`config.mk`:
```
export PLATFORM = sky130hd
export DESIGN_NAME = wshb_mire_writer
export DESIGN_NICKNAME = d
export VERILOG_FILES = /design/src/rtl/wshb_mire_writer.sv
export SDC_FILE = /design/constraint.sdc
export NUM_CORES = 1
export LEC_CHECK = 0
export CAP_MARGIN = 20
export CORE_MARGIN = 2
export CORE_UTILIZATION = 50
export CTS_CLUSTER_DIAMETER = 100
export DETAILED_ROUTE_END_ITERATION = 16
export GPL_ROUTABILITY_DRIVEN = 0
export GPL_TIMING_DRIVEN = 0
export PLACE_DENSITY = 0.91
export SYNTH_ARGS = -nofsm -noshare
export SYNTH_HDL_FRONTEND = slang
export SYNTH_SLANG_ARGS = --single-unit
```
`constraint.sdc`:
```
create_clock -name clk -period 4.9 [get_ports clk]
set_input_delay 1.225 -clock clk [delete_from_list [all_inputs] [get_ports clk]]
set_output_delay 1.225 -clock clk [all_outputs]
set_load 0.02 [all_outputs]
```
`src/rtl/wshb_mire_writer.sv`:
```
// wshb_mire_writer: Wishbone master that paints a grid test pattern ("mire")
// into the SDRAM framebuffer in raster order. It uses the same pixel address
// mapping as the VGA reader. It releases cyc after every burst so the reader
// can win arbitration on the shared bus.
//
// Ports:
//   clk          Wishbone/SDRAM clock, rising edge
//   rst_n        synchronous active-low reset
//   enable       level; 1 = keep writing frames, 0 = stop at next burst boundary
//   frame_done   one-cycle pulse following the ack of a frame's last pixel
//   wshb_*       Wishbone classic master interface (write-only)
module wshb_mire_writer #(
  parameter int unsigned HDISP        = 800,
  parameter int unsigned VDISP        = 480,
  parameter logic [31:0] BASE_ADDR    = 32'h0,
  parameter int unsigned BURST_LEN    = 64,
  parameter int unsigned PAUSE_CYCLES = 16,
  parameter int unsigned GRID_LOG2    = 4
) (
  input  logic        clk,
  input  logic        rst_n,
  input  logic        enable,
  output logic        frame_done,
  output logic        wshb_cyc,
  output logic        wshb_stb,
  output logic        wshb_we,
  output logic [31:0] wshb_adr,
  output logic [31:0] wshb_dat_ms,
  output logic [3:0]  wshb_sel,
  output logic [2:0]  wshb_cti,
  output logic [1:0]  wshb_bte,
  input  logic        wshb_ack
);

  localparam int unsigned XW = (HDISP > 1) ? $clog2(HDISP) : 1;
  localparam int unsigned YW = (VDISP > 1) ? $clog2(VDISP) : 1;
  localparam int unsigned BW = (BURST_LEN > 1) ? $clog2(BURST_LEN) : 1;
  localparam int unsigned PW = (PAUSE_CYCLES > 1) ? $clog2(PAUSE_CYCLES) : 1;

  // Low GRID_LOG2 bits of a coordinate; zero there means a grid line.
  localparam logic [31:0] GRID_MASK = 32'((64'd1 << GRID_LOG2) - 64'd1);
  localparam logic [31:0] WHITE     = 32'h00FF_FFFF;

  typedef enum logic [1:0] {
    IDLE  = 2'd0,
    WRITE = 2'd1,
    PAUSE = 2'd2
  } state_t;

  state_t        state, state_next;
  logic [XW-1:0] x;
  logic [YW-1:0] y;
  logic [BW-1:0] burst_cnt;
  logic [PW-1:0] pause_cnt;

  logic        last_x, last_y, last_pixel, burst_end, pause_end, xfer;
  logic        on_grid;
  logic [31:0] pix_idx;

  assign last_x     = (x == XW'(HDISP - 1));
  assign last_y     = (y == YW'(VDISP - 1));
  assign last_pixel = last_x && last_y;
  assign burst_end  = (burst_cnt == BW'(BURST_LEN - 1));
  assign pause_end  = (pause_cnt == PW'(PAUSE_CYCLES - 1));
  // An ack only counts while we are actually strobing.
  assign xfer       = (state == WRITE) && wshb_ack;

  // Bus control is a pure decode of the state register.
  assign wshb_cyc = (state == WRITE);
  assign wshb_stb = (state == WRITE);
  assign wshb_we  = (state == WRITE);
  assign wshb_sel = 4'hF;
  assign wshb_cti = 3'd0;
  assign wshb_bte = 2'd0;

  // Raster address: BASE_ADDR + (y*HDISP + x)*4, all at 32 bits.
  assign pix_idx  = 32'(y) * 32'(HDISP) + 32'(x);
  assign wshb_adr = BASE_ADDR + {pix_idx[29:0], 2'b00};

  // Grid pattern; data is parked at zero whenever no write is in flight so the
  // bus reads zero out of reset and between bursts.
  assign on_grid     = ((32'(x) & GRID_MASK) == 32'd0) || ((32'(y) & GRID_MASK) == 32'd0);
  assign wshb_dat_ms = ((state == WRITE) && on_grid) ? WHITE : 32'h0;

  // State register.
  always_ff @(posedge clk) begin
    if (!rst_n) begin
      state <= IDLE;
    end else begin
      state <= state_next;
    end
  end

  // Next-state logic; frame end and burst end both hand the bus back via PAUSE.
  always_comb begin
    state_next = state;
    unique case (state)
      IDLE: begin
        if (enable) begin
          state_next = WRITE;
        end
      end
      WRITE: begin
        if (xfer && (last_pixel || burst_end)) begin
          state_next = PAUSE;
        end
      end
      PAUSE: begin
        if (pause_end) begin
          state_next = enable ? WRITE : IDLE;
        end
      end
      default: state_next = IDLE;
    endcase
  end

  // Pixel position, burst length and pause counters plus the frame pulse.
  always_ff @(posedge clk) begin
    if (!rst_n) begin
      x          <= '0;
      y          <= '0;
      burst_cnt  <= '0;
      pause_cnt  <= '0;
      frame_done <= 1'b0;
    end else begin
      frame_done <= 1'b0;
      if (xfer) begin
        frame_done <= last_pixel;
        if (last_x) begin
          x <= '0;
          y <= last_y ? '0 : y + YW'(1);
        end else begin
          x <= x + XW'(1);
        end
        burst_cnt <= (last_pixel || burst_end) ? '0 : burst_cnt + BW'(1);
      end
      // Counts only while pausing; cleared on exit so every pause is full length.
      if ((state == PAUSE) && !pause_end) begin
        pause_cnt <= pause_cnt + PW'(1);
      end else begin
        pause_cnt <= '0;
      end
    end
  end

endmodule

```
### Word-level counts from Yosys, hierarchy flattened

Cells that the tools add are included.

* bits in registers: 32
* bits of input ports: 4

* reduce and logical (&&, ||, !) cells: 15
* multipliers: 1
* mux-type cells: 9
* $add $sub $neg: 5
* equality and inequality tests: 9

Operator list (count)
* $logic_not A32 Y1: 2
* $mux W24: 1
* $add A19 B10 Y20: 1
* $mul A9 B5 Y14 const B: 1
* $add A10 B1 Y10 const B: 1
* $eq A10 B10 Y1 const B: 1
* $mux W10: 1
* $add A9 B1 Y9 const B: 1
* $eq A9 B9 Y1 const B: 1
* $mux W9: 1
* $add A6 B1 Y6 const B: 1
* $eq A6 B6 Y1 const B: 1
* $mux W2: 3
* $mux W6: 1
* $pmux W2 S3: 1
* $reduce_and A2 Y1: 3
* $logic_and A1 B1 Y1: 5
* $add A4 B1 Y4 const B: 1
* $eq A4 B4 Y1 const B: 1
* $ne A2 B2 Y1 const B: 2
* $reduce_and A3 Y1: 1
* $eq A2 B1 Y1 const B: 1
* $eq A2 B2 Y1 const B: 1
* $logic_not A2 Y1: 1
* other kinds (4): 5

### Longest topological paths before layout

* word-level depth: 6
* mapped depth: 15

### Worst setup path before layout

No wires, ideal clock.

* path type: register to output
* from: reg y[2]
* to: out wshb_adr[19]
* cell stages (with the launch flop): 12
* path buffers: 0
* required time: 3675 ps
* slack: 350 ps
* arrival: 3325 ps
* cell sequence: dfxtp_1 > inv_1 > ha_1 > ha_1 > fa_1 > ha_1 > a211o_1 > o21ai_0 > xor2_1 > or4_4 > nand3b_4 > xnor2_1

* cells in the longest elaborated chain, start to end: 2

RTL lines
* start, declared: line 52 `logic [YW-1:0] y;`
* start signal, assigned: line 131 `y <= last_y ? '0 : y + YW'(1);`
* $mul A9 B5 Y14: line 77 `assign pix_idx = 32'(y) * 32'(HDISP) + 32'(x);`
* $add A19 B10 Y20: line 77
* end, declared: line 27 `output logic [31:0] wshb_adr,`

No other way between the ends.

### Worst setup path in the final report

* from: reg y[4]
* to: out wshb_adr[21]

The elaborated chain is that of the path after synthesis.

==> Implementation_results.wiki <==
{| class="wikitable"
! Metric !! Value
|-
| Largest fanout of any net on the critical path || 5
|-
| Worst setup timing slack at the placement stage || -0.3224 ns
|-
| Cell Pwr Density || 163.7 nW/um^2
|-
| Diodes inserted || 0
|-
| Grt met1 use || 24.89%
|-
| Headroom to the max-slew limit || 57.04%
|-
| Prevailing post-synth register cell || sky130_fd_sc_hd__dfxtp_1
|-
| Kind of start point of the critical path || register
|-
| Total placed instance area || 3824 um^2
|-
| Dominant cell type by area after synthesis || sky130_fd_sc_hd__dfxtp_1
|-
| Number of inserted filler cells in the final layout || 403
|-
| Most frequent cell after synthesis || sky130_fd_sc_hd__buf_4
|-
| Number of flip-flops and latches in the synthesized netlist || 32
|-
| Area inside the core boundary || 5956 um^2
|-
| Crit path max-delay family || adder cells
|-
| Detail-routed net length per standard cell || 14.24 um
|-
| R2r worst-path depth || 7
|-
| Async SR Flop Fraction || 0%
|-
| Skew final || 0.004324 ns
|-
| Total standard cell area after synthesis || 3107 um^2
|-
| Share of post-route cells with drive strength above 1 || 24.73%
|-
| Final worst-path cycle share || 101.2%
|-
| HPWL Detailed || 5393 um
|-
| Count of buffering cells on the critical path with inverters included || 3
|-
| Global-route track usage on met2 || 37.54%
|-
| Grt total ovfl || 0
|-
| Measured slew at the worst slew-check pin || 0.6431 ns
|-
| Gr busiest metal || met2
|-
| Final hold violations || 0
|-
| Total routing resource utilization after global routing || 20.83%
|-
| Top area cells in the synthesized netlist || sky130_fd_sc_hd__dfxtp_1 (21%), sky130_fd_sc_hd__ha_1 (17%), sky130_fd_sc_hd__buf_4 (14%), sky130_fd_sc_hd__xnor2_1 (7.0%), sky130_fd_sc_hd__nor2_1 (4.5%)
|-
| Class of the tightest hold or removal check || register to register
|-
| Die Height || 82.83 um
|-
| Sequential cell area fraction in the yosys report || 20.62%
|-
| Root buffer cell || sky130_fd_sc_hd__clkbuf_8
|-
| Critical path start-end classification || register to primary output
|-
| Clock tree from TritonCTS || built
|-
| Clock transition at the registers of the reported paths || 0.07 ns
|-
| Total of endpoints with negative setup slack in the final report || 2
|-
| Average vias per placed instance || 5.112
|-
| Number of cells in the finished layout apart from fillers || 544
|-
| Commonest cells in the synthesized netlist || sky130_fd_sc_hd__buf_4 (59), sky130_fd_sc_hd__ha_1 (43), sky130_fd_sc_hd__nor2_1 (37)
|-
| Peak clock frequency supported by timing || 201.7 MHz
|-
| Sequential cell area || 653.1 um^2
|-
| Post-route core utilization || 69.33%
|-
| Number of instances in the placed design || 528
|-
| Cell variety after synth || 51
|-
| Final layout net count || 520
|-
| Data required, critical path || 3.67 ns
|-
| Antenna violation net count after detailed routing || 0
|-
| Time the worst path needs with I/O delays and setup || 4.958 ns
|-
| I/O Pins || 81
|-
| Port buffer count || 51
|-
| Max-capacitance violation count || 0
|-
| Post-Syn Instances || 374
|-
| Violated checks || setup timing
|-
| Min-Delay Path Depth || 1
|-
| Pin count of the biggest net entering global routing || 17
|-
| Starting utilization of the core area || 52.16%
|-
| Critical path capture point type || primary output
|-
| Post-layout power || 0.0006761 W
|-
| Detailed-route wire length || 7748 um
|-
| H-tree levels || 2
|-
| Arrival @ worst endpoint || 3.73 ns
|-
| Via count of the first global-routing pass || 2,661
|-
| Worst stage delay on the critical path || 0.57 ns
|-
| Wire length of the first global-routing pass || 12,130 um
|-
| Iteration-0 DRC Markers || 166
|-
| DR vias || 2,781
|-
| Outcome || finished, violations left
|-
| Remaining design rule violation count || 0
|-
| Number of enable-type register cells in the synthesized netlist || 0
|-
| Avg Synthesized Cell Area || 8.307 um^2
|-
| Leakage Power || 2.034 nW
|-
| Clock buffer count from CTS || 5
|-
| Max Transition Viols Final || 0
|-
| Global-route track usage on met3 || 2.584%
|-
| PnR worst setup slack || -0.05782 ns
|-
| Area share of the leading cell type in the synthesized netlist || 20.62%
|-
| Max VDD drop || 0.1662 mV
|-
| Cell area after layout || 4129 um^2
|-
| Critical Path Stages || 13
|-
| Setup repair after global routing missed its margin || true
|-
| Overall die width || 82.83 um
|-
| Total number of clock tree sinks || 32
|-
| Area added between synthesis and finish || 32.90%
|-
| Slowest stage cell, crit path || sky130_fd_sc_hd__or4_4
|-
| Synthesis warning total || 0
|-
| Number of iterations in the first detailed-routing pass || 4
|-
| Latest clock arrival within the worst-skew pair || 0.29 ns
|-
| Critical path cell sequence || ha_1 > ha_1 > inv_1 > fa_1 > inv_1 > ha_2 > nor2_1 > a21oi_2 > xnor2_2 > or4_4 > nand3b_4 > nor3b_2 > buf_4
|-
| CTS hold repair buffers || 0
|-
| Standard-cell rows || 28
|-
| Die footprint || 6860 um^2
|-
| Number of buffers between clock root and the deepest sink || 2
|-
| Area of the multi-input gates || 2137 um^2
|-
| Antenna violations before repair || 0
|}
## layout by cell type, fill, tap and decap left out, types with 5 or more instances in the layout
master	count
sky130_fd_sc_hd__nor2_1	36
sky130_fd_sc_hd__ha_1	39
sky130_fd_sc_hd__inv_1	28
sky130_fd_sc_hd__nand2_1	26
sky130_fd_sc_hd__xor2_1	14
sky130_fd_sc_hd__and3_1	7
sky130_fd_sc_hd__nand4_1	5
sky130_fd_sc_hd__nor2b_1	7
sky130_fd_sc_hd__nand3_1	10
sky130_fd_sc_hd__buf_4	69
sky130_fd_sc_hd__a21oi_1	13
sky130_fd_sc_hd__clkbuf_8	5
sky130_fd_sc_hd__dfxtp_1	26
sky130_fd_sc_hd__conb_1	29
sky130_fd_sc_hd__xnor2_1	21
sky130_fd_sc_hd__clkdlybuf4s50_1	43
## timing repair
item	4_1_cts	5_1_grt
resized for setup	49	11
pin swaps	4	8
endpoints found under the setup margin	8	6
buffers inserted	2	6
endpoints found under the hold margin	0	0
## flip-flops by register name, summed over array words and instances (netlist names)
| register | cells |
|---|---|
| burst_cnt | 6 |
| state | 2 |
| pause_cnt | 4 |
| y | 9 |
| x | 10 |
| frame_done | 1 |
## worst register-to-register path: cells and delay by family, from the launching register on
kind                       cells  cell delay (ns)
xor gates and xnor gates       1             0.18
and+or+nand+nor                5             1.09
adders and majority gates      1             0.25
DFF                            1             0.40
## metrics by stage
| stage | hold WS [ns] | setup TNS [ns] |
|---|---|---|
| finish | 0.4507 | -0.06878 |
| global placement | 0.4321 | -0.7455 |
| CTS | 0.4507 | 0 |
| detailed placement | 0.4407 | -1.359 |
| global route | 0.4778 | -0.4422 |
| floorplan | 0.4176 | 0 |
## logic make-up (layout without fill, tap and decap cells)
family                     Yosys count  after routing  synth area share, %
AOI/OAI and AO/OA                   41             41                8.700
xor gates and xnor gates            40             40                11.28
adders and majority gates           48             48                20.54
buffers and inverters               91            159                18.20
DFF                                 32             32                20.62
other                                2             29               0.2417
and+or+nand+nor                    120            120                20.42
## metal layers
layer	up-vias	part of all wire [%]
met3	21	4.9
met4	0	2.7
li1	1348	-
met2	105	52
met1	1307	41
met5	-	0
## path summary, 6_finish.rpt
check | slack (ns) | end | start
max | -0.06 | wshb_adr[21] | y[4]
min | 0.45 | pause_cnt[0] | pause_cnt[0]
max reg2reg | 2.85 | y[5] | x[0]
min reg2reg | 0.45 | pause_cnt[0] | pause_cnt[0]
## power by group
part | total, W | switching (W) | internal (W)
registers | 0.000263 | 0.00000237 | 0.000261
clock network | 0.000255 | 0.000105 | 0.000150
logic | 0.000158 | 0.0000788 | 0.0000789
total | 0.000676 | 0.000186 | 0.000490
## area by class of cell
class | instances | area share (%)
plain buffers | 63 | 11.15
clock buffers | 5 | 1.667
clock inverters | 3 | 1.030
inverters | 28 | 2.545
multi-input cells | 278 | 51.76
flip-flops and latches | 32 | 15.82
well taps | 75 | 2.273
repair buffers | 60 | 13.76
(Power assumes the default switching activity.)
